===== config.mk =====
export PLATFORM = sky130hd
export DESIGN_NAME = rotemp_uart_cmd_rx_flat
export DESIGN_NICKNAME = d
export VERILOG_FILES = /design/src/rtl/rotemp_uart_cmd_rx_if.sv /design/src/rtl/rotemp_uart_cmd_rx.sv /design/src/flat_wrapper.sv
export SDC_FILE = /design/constraint.sdc
export NUM_CORES = 1
export LEC_CHECK = 0
export BUFFER_PORTS_ARGS = -buffer_cell sky130_fd_sc_hd__buf_4
export CORE_MARGIN = 3
export CORE_UTILIZATION = 50
export CTS_CLUSTER_SIZE = 25
export DETAILED_ROUTE_END_ITERATION = 10
export PLACE_DENSITY = 0.72
export SYNTH_ARGS = -nofsm -noshare
export SYNTH_HDL_FRONTEND = slang
export SYNTH_SLANG_ARGS = --single-unit
export TNS_END_PERCENT = 10

===== constraint.sdc =====
create_clock -name clk -period 2.5 [get_ports clk]
set_input_delay 0.25 -clock clk [delete_from_list [all_inputs] [get_ports clk]]
set_output_delay 0.25 -clock clk [all_outputs]
set_load 0.05 [all_outputs]

===== src/rtl/rotemp_uart_cmd_rx_if.sv =====
`timescale 1ns/1ps
`default_nettype none
// ============================================================================
// Module      : rotemp_uart_cmd_rx_if
// Description : Bundle of the serial input and every decoded output of the
//               UART command receiver.
//               master - host side: drives rx, observes everything else.
//               slave  - receiver side: samples rx, drives the outputs.
// Signals     : rx           serial line (idles high)
//               rx_data      last good byte       rx_valid   good-frame pulse
//               frame_err    bad-stop pulse       busy       frame in progress
//               cfg_*        sensor config bits   meas_window window register
//               start_meas   start pulse          read_req   read-back pulse
//               cmd_err      unknown-opcode pulse
// Revision    : 1.0 - initial release
// ============================================================================
interface rotemp_uart_cmd_rx_if;
  logic       rx;
  logic [7:0] rx_data;
  logic       rx_valid;
  logic       frame_err;
  logic       busy;
  logic       cfg_osc_sel;
  logic       cfg_en_inv;
  logic       cfg_en_nand;
  logic       cfg_clk_sel;
  logic [7:0] meas_window;
  logic       start_meas;
  logic       read_req;
  logic       cmd_err;

  modport master (
    output rx,
    input  rx_data, rx_valid, frame_err, busy,
    input  cfg_osc_sel, cfg_en_inv, cfg_en_nand, cfg_clk_sel,
    input  meas_window, start_meas, read_req, cmd_err
  );

  modport slave (
    input  rx,
    output rx_data, rx_valid, frame_err, busy,
    output cfg_osc_sel, cfg_en_inv, cfg_en_nand, cfg_clk_sel,
    output meas_window, start_meas, read_req, cmd_err
  );
endinterface
`default_nettype wire


===== src/rtl/rotemp_uart_cmd_rx.sv =====
`timescale 1ns/1ps
`default_nettype none
// ============================================================================
// Module      : rotemp_uart_cmd_rx
// Description : 8N1 UART receiver plus byte-command decoder for the ring
//               oscillator temperature sensor. Opcodes: 'S' start measurement,
//               'R' read-back request, 'W' <byte> set measurement window,
//               'C' <byte> set config bits [3:0]. Anything else -> cmd_err.
// Ports       : clk    system clock
//               rst_n  asynchronous active-low reset
//               bus    rotemp_uart_cmd_rx_if.slave (rx in, all results out)
// Parameters  : CLKS_PER_BIT  clk cycles per UART bit, 4..1023
// Revision    : 1.0 - initial release
// ============================================================================
module rotemp_uart_cmd_rx #(
  parameter int CLKS_PER_BIT = 87
) (
  input  wire logic              clk,
  input  wire logic              rst_n,
  rotemp_uart_cmd_rx_if.slave    bus
);

  localparam int         CNT_W       = 10;
  localparam logic [CNT_W-1:0] C_BIT_LAST  = CNT_W'(CLKS_PER_BIT - 1);
  localparam logic [CNT_W-1:0] C_HALF_LAST = CNT_W'((CLKS_PER_BIT / 2) - 1);

  localparam logic [7:0] C_OP_START = 8'h53;  // 'S'
  localparam logic [7:0] C_OP_READ  = 8'h52;  // 'R'
  localparam logic [7:0] C_OP_WIN   = 8'h57;  // 'W'
  localparam logic [7:0] C_OP_CFG   = 8'h43;  // 'C'

  typedef enum logic [1:0] {
    S_IDLE  = 2'd0,
    S_START = 2'd1,
    S_DATA  = 2'd2,
    S_STOP  = 2'd3
  } rx_state_t;

  typedef enum logic [1:0] {
    P_IDLE  = 2'd0,
    P_ARG_W = 2'd1,
    P_ARG_C = 2'd2
  } p_state_t;

  // --------------------------------------------------------------------------
  // Input synchroniser. Both flops reset high so a line that is low when
  // reset releases still appears as a fresh falling edge to the RX FSM.
  // --------------------------------------------------------------------------
  logic r_rx_meta;
  logic r_rx_sync;

  always_ff @(posedge clk or negedge rst_n) begin
    if (!rst_n) begin
      r_rx_meta <= 1'b1;
      r_rx_sync <= 1'b1;
    end else begin
      r_rx_meta <= bus.rx;
      r_rx_sync <= r_rx_meta;
    end
  end

  // --------------------------------------------------------------------------
  // RX FSM
  // --------------------------------------------------------------------------
  rx_state_t         r_rx_state;
  logic [CNT_W-1:0]  r_clk_cnt;
  logic [2:0]        r_bit_cnt;
  logic [7:0]        r_shift;
  logic [7:0]        r_rx_data;
  logic              r_rx_valid;
  logic              r_frame_err;
  logic              r_busy;

  always_ff @(posedge clk or negedge rst_n) begin
    if (!rst_n) begin
      r_rx_state  <= S_IDLE;
      r_clk_cnt   <= '0;
      r_bit_cnt   <= '0;
      r_shift     <= '0;
      r_rx_data   <= '0;
      r_rx_valid  <= 1'b0;
      r_frame_err <= 1'b0;
      r_busy      <= 1'b0;
    end else begin
      r_rx_valid  <= 1'b0;
      r_frame_err <= 1'b0;
      case (r_rx_state)
        S_IDLE: begin
          if (!r_rx_sync) begin
            r_rx_state <= S_START;
            r_clk_cnt  <= '0;
            r_bit_cnt  <= '0;
          end
        end
        S_START: begin
          // Re-sample mid start bit; a high line here was only a glitch.
          if (r_clk_cnt == C_HALF_LAST) begin
            r_clk_cnt <= '0;
            if (!r_rx_sync) begin
              r_rx_state <= S_DATA;
              r_busy     <= 1'b1;
            end else begin
              r_rx_state <= S_IDLE;
            end
          end else begin
            r_clk_cnt <= r_clk_cnt + CNT_W'(1);
          end
        end
        S_DATA: begin
          if (r_clk_cnt == C_BIT_LAST) begin
            r_clk_cnt <= '0;
            r_shift   <= {r_rx_sync, r_shift[7:1]};  // LSB arrives first
            r_bit_cnt <= r_bit_cnt + 3'd1;
            if (r_bit_cnt == 3'd7) begin
              r_rx_state <= S_STOP;
            end
          end else begin
            r_clk_cnt <= r_clk_cnt + CNT_W'(1);
          end
        end
        S_STOP: begin
          // Leave for IDLE right at the stop sample so a start bit that
          // immediately follows is caught with no lost cycles.
          if (r_clk_cnt == C_BIT_LAST) begin
            r_clk_cnt  <= '0;
            r_busy     <= 1'b0;
            r_rx_state <= S_IDLE;
            if (r_rx_sync) begin
              r_rx_data  <= r_shift;
              r_rx_valid <= 1'b1;
            end else begin
              r_frame_err <= 1'b1;
            end
          end else begin
            r_clk_cnt <= r_clk_cnt + CNT_W'(1);
          end
        end
        default: r_rx_state <= S_IDLE;
      endcase
    end
  end

  // --------------------------------------------------------------------------
  // Command parser. Consumes the registered rx_valid/rx_data pair, so every
  // parser output lands one cycle after rx_valid.
  // --------------------------------------------------------------------------
  p_state_t    r_p_state;
  logic [7:0]  r_meas_window;
  logic [3:0]  r_cfg;
  logic        r_start_meas;
  logic        r_read_req;
  logic        r_cmd_err;

  always_ff @(posedge clk or negedge rst_n) begin
    if (!rst_n) begin
      r_p_state     <= P_IDLE;
      r_meas_window <= 8'h80;
      r_cfg         <= 4'h0;
      r_start_meas  <= 1'b0;
      r_read_req    <= 1'b0;
      r_cmd_err     <= 1'b0;
    end else begin
      r_start_meas <= 1'b0;
      r_read_req   <= 1'b0;
      r_cmd_err    <= 1'b0;
      if (r_rx_valid) begin
        case (r_p_state)
          P_IDLE: begin
            case (r_rx_data)
              C_OP_START: r_start_meas <= 1'b1;
              C_OP_READ:  r_read_req   <= 1'b1;
              C_OP_WIN:   r_p_state    <= P_ARG_W;
              C_OP_CFG:   r_p_state    <= P_ARG_C;
              default:    r_cmd_err    <= 1'b1;
            endcase
          end
          P_ARG_W: begin
            r_meas_window <= r_rx_data;
            r_p_state     <= P_IDLE;
          end
          P_ARG_C: begin
            r_cfg     <= r_rx_data[3:0];
            r_p_state <= P_IDLE;
          end
          default: r_p_state <= P_IDLE;
        endcase
      end else if (r_frame_err) begin
        // A corrupted argument byte drops the pending command silently.
        r_p_state <= P_IDLE;
      end
    end
  end

  assign bus.rx_data     = r_rx_data;
  assign bus.rx_valid    = r_rx_valid;
  assign bus.frame_err   = r_frame_err;
  assign bus.busy        = r_busy;
  assign bus.cfg_osc_sel = r_cfg[0];
  assign bus.cfg_en_inv  = r_cfg[1];
  assign bus.cfg_en_nand = r_cfg[2];
  assign bus.cfg_clk_sel = r_cfg[3];
  assign bus.meas_window = r_meas_window;
  assign bus.start_meas  = r_start_meas;
  assign bus.read_req    = r_read_req;
  assign bus.cmd_err     = r_cmd_err;

endmodule
`default_nettype wire

===== src/flat_wrapper.sv =====
// flat-port wrapper written by rule: the top's interface ports become plain ports
module rotemp_uart_cmd_rx_flat 
#(
  parameter int CLKS_PER_BIT = 87
)
  (clk, rst_n, bus_rx, bus_rx_data, bus_rx_valid, bus_frame_err, bus_busy, bus_cfg_osc_sel, bus_cfg_en_inv, bus_cfg_en_nand, bus_cfg_clk_sel, bus_meas_window, bus_start_meas, bus_read_req, bus_cmd_err);
  rotemp_uart_cmd_rx_if bus_i ();
  input  wire logic clk;
  input  wire logic rst_n;
  input wire logic [$bits(bus_i.rx)-1:0] bus_rx;
  output wire logic [$bits(bus_i.rx_data)-1:0] bus_rx_data;
  output wire logic [$bits(bus_i.rx_valid)-1:0] bus_rx_valid;
  output wire logic [$bits(bus_i.frame_err)-1:0] bus_frame_err;
  output wire logic [$bits(bus_i.busy)-1:0] bus_busy;
  output wire logic [$bits(bus_i.cfg_osc_sel)-1:0] bus_cfg_osc_sel;
  output wire logic [$bits(bus_i.cfg_en_inv)-1:0] bus_cfg_en_inv;
  output wire logic [$bits(bus_i.cfg_en_nand)-1:0] bus_cfg_en_nand;
  output wire logic [$bits(bus_i.cfg_clk_sel)-1:0] bus_cfg_clk_sel;
  output wire logic [$bits(bus_i.meas_window)-1:0] bus_meas_window;
  output wire logic [$bits(bus_i.start_meas)-1:0] bus_start_meas;
  output wire logic [$bits(bus_i.read_req)-1:0] bus_read_req;
  output wire logic [$bits(bus_i.cmd_err)-1:0] bus_cmd_err;
  assign bus_i.rx = bus_rx;
  assign bus_rx_data = bus_i.rx_data;
  assign bus_rx_valid = bus_i.rx_valid;
  assign bus_frame_err = bus_i.frame_err;
  assign bus_busy = bus_i.busy;
  assign bus_cfg_osc_sel = bus_i.cfg_osc_sel;
  assign bus_cfg_en_inv = bus_i.cfg_en_inv;
  assign bus_cfg_en_nand = bus_i.cfg_en_nand;
  assign bus_cfg_clk_sel = bus_i.cfg_clk_sel;
  assign bus_meas_window = bus_i.meas_window;
  assign bus_start_meas = bus_i.start_meas;
  assign bus_read_req = bus_i.read_req;
  assign bus_cmd_err = bus_i.cmd_err;
  rotemp_uart_cmd_rx #(.CLKS_PER_BIT(CLKS_PER_BIT)) u_core (.clk(clk), .rst_n(rst_n), .bus(bus_i));
endmodule

==> impl_metrics.ini <==
[min_path]
hold_path.class = in -> reg
holdPathEnd = u_core.r_rx_meta
min_from = bus_rx
hold_depth = 1

[run_status]
status = completed

[die]
die_y_um = 75.4
initial_core_util = 0.534
ioPinCount = 29
die_w_um = 75.4
row_count = 24
core_um2 = 4500
dieArea_um2 = 5680

[timing]
finalSetupViolCount = 0
holdWs_ns = 0.0414
maxSlewHeadroom = 0.570
clock.fmax_ghz = 0.424
fin_crit_ns = 2.36
tns_ns = 0
fin_skew_ns = 0.00495
grt_setup_unrepaired = no
post-route-period-util = 0.942
worst_pin_slew_ns = 0.645
hold_violations = 0
slew_violations = 0
worst_slack_ns = 0.144

[route]
drcViolationCount = 0
ant_nets = 0
vias = 1636
firstDrtPassIters = 4
viasPerCell = 5.93
drt_iter0_drc = 88
post_drt_wl_per_cell_um = 16.6
routed_wl_um = 4580

[synth]
synthesis.nets = 201
netlist_top_cells_area = dfrtp_1 52%, mux2_2 11%, dfstp_2 3.3%
syn_area_per_cell_um2 = 12.4
synth_top_area_cell = dfrtp_1
synthFlopType = dfrtp_1
synth_edf_count = 0
synth_commonest_cells = 50 x dfrtp_1, 24 x mux2_2, 12 x nand2_1, 12 x o21ai_0, 6 x clkbuf_1
async_flop_share = 1.00
yosys_warnings = 0
netlist.area_leader.share = 0.520
yosysMostFrequentCell = dfrtp_1
syn_inst = 194
syn-cell-area_um2 = 2410
synth.distinct_cells = 51
yosysSeqAreaShare = 0.553
synth_seq_cells = 53

[layout]
syn2layout_area_growth_pct = 14.8
multiInputGateArea_um2 = 1010
regArea_um2 = 1330
fillers = 362
drive_gt1_frac = 0.330
antenna_cells = 0
stdcell_count = 276
fin_nets = 230
postLayoutCellArea_um2 = 2760

[power_and_ir_drop]
vdd_drop_max_mv = 0.314
p_leak_uw = 0.00134
p_per_area_nw_per_um2 = 565

[clock_tree]
path_clk_slew_ns = 0.09
clockRootBuffer = clkbuf_8
post_cts_buffers = 0
cts.sinks = 53
cts.path.max_buffers = 2
cts_buffers = 5
h-tree-depth = 2
clk_latency_ns = 0.31
cts_tree = done

[global_route]
grt_pass1_vias = 1704
grtUsageTotal = 0.188
grt-ovfl-total = 0
grt_pass1_wl_um = 7990
grt_max_degree = 54
antenna_found_initial = 0

[placed_design]
io_buffers = 28
place_hpwl_um = 3330
dp_slack_ns = 0.153
placed_cell_area_um2 = 2650
dp.cells = 267
place_congestion = 0.807

[worst_setup_path]
cp-end-kind = register
r2r_end = u_core.r_shift[1]
path_class = reg -> reg
crit_path_start_kind = register
crit_slowest_cell = or4b_4
crit_fanout = 9
cpPeakStageDelay_ns = 0.51
path_buf_inv = 1
cp_top_family = simple AND/OR/NAND/NOR gates
required_ns = 2.70
rr_startpoint = u_core.r_clk_cnt[0]
crit_chain = inv_1 -> ha_1 -> or4b_4 -> nor3_4 -> and3_1 -> mux2_2
arrival_ns = 2.56
rr_worst_depth = 6
r2r_slack_ns = 0.14

[flow_run]
cap_violations = 0
==> placed cells by master (no fill, tap or decap), types with 2 or more instances in the layout <==
cell	n
and3_1	3
and2_1	2
xnor2_1	2
a211oi_1	2
and4_1	2
a221o_1	4
nand3b_1	2
nor4b_1	2
o21ai_0	12
nand2b_1	3
nor2_1	5
nor2b_1	4
o31ai_1	3
mux2_2	24
buf_4	30
nand4_1	4
a22o_1	3
nor3_1	2
nor3b_1	2
clkbuf_8	6
nand2_1	12
nand3_1	4
ha_1	4
dfstp_2	3
dfrtp_1	50
inv_1	5
a21oi_1	3
==> registers in the layout, summed over array words and instances (netlist names), named ones only <==
name	flops
u_core.bus.cmd_err	1
u_core.r_cfg	4
u_core.r_rx_state	1
u_core.bus.rx_data	8
u_core.r_rx_meta	1
u_core.bus.rx_valid	1
u_core.bus.start_meas	1
u_core.r_clk_cnt	10
u_core.bus.read_req	1
u_core.bus.busy	1
u_core.r_p_state	2
u_core.r_rx_sync	1
u_core.bus.meas_window	8
u_core.r_bit_cnt	3
u_core.bus.frame_err	1
u_core.r_shift	8
==> kinds of logic (layout without fill, tap and decap cells) <==
kind of cell,after synthesis,count (layout),share of synthesized area
xor gates and xnor gates,2,2,0.00728
muxes,26,26,0.123
AOI/OAI and AO/OA,40,40,0.124
buffers and inverters,14,44,0.0255
adders and majority gates,4,4,0.0208
DFF,53,53,0.553
and+or+nand+nor,55,55,0.147
==> metrics by stage <==
step,util,total power (uW)
5_1_grt,0.613,1650
6_report,0.613,1560
2_1_floorplan,-,1020
4_1_cts,0.613,1580
3_3_place_gp,0.589,1060
3_5_place_dp,0.589,1070
==> power breakdown <==
| part | internal (uW) | switching (uW) |
|---|---|---|
| Combinational | 55.2 | 83.9 |
| Clock | 228 | 280 |
| Sequential | 877 | 36.9 |
| Total | 1160 | 401 |
==> metal layers <==
metal  vias up  global-route usage  wire length (um)
met3         7              0.0449               200
met5         -                   0                 0
li1        771                   -                 -
met1       822               0.227              1920
met2        36               0.326              2390
met4         0              0.0718                70
==> worst reg2reg max path, delay by kind of cell, from the launching register on <==
family | cells | cell delay, ns
and+or+nand+nor | 3 | 1.18
DFF | 1 | 0.42
muxes | 1 | 0.39
adders and majority gates | 1 | 0.17
buffers and inverters | 1 | 0.10
==> how the worst max path moves through the flow <==
stage	from	to	slack, ns	cells past startpoint
finish	u_core.r_clk_cnt[0]	u_core.r_shift[1]	0.14	6
global route	u_core.r_clk_cnt[0]	u_core.r_bit_cnt[0]	0.01	7
CTS	u_core.r_clk_cnt[0]	u_core.r_shift[5]	0.14	6
detailed placement	u_core.r_clk_cnt[0]	u_core.r_shift[1]	0.15	6
global placement	u_core.r_clk_cnt[0]	u_core.r_shift[5]	0.24	6
floorplan	u_core.r_clk_cnt[0]	u_core.bus.rx_data[0]	0.34	6
==> area by class of cell <==
| cell class | count | area share |
|---|---|---|
| sequential | 53 | 0.481 |
| multi-input combinational | 127 | 0.367 |
| timing repair buffer | 31 | 0.0851 |
| clock buffer | 6 | 0.0299 |
| tap | 52 | 0.0236 |
| inverter | 5 | 0.00679 |
| clock inverter | 2 | 0.00589 |
==> repair_timing <==
item                      4_1_cts  5_1_grt
hold buffers                    1        0
gates resized for setup         0        0
hold endpoints to repair       50        0
No activity file was read; power rests on OpenSTA's default activity.
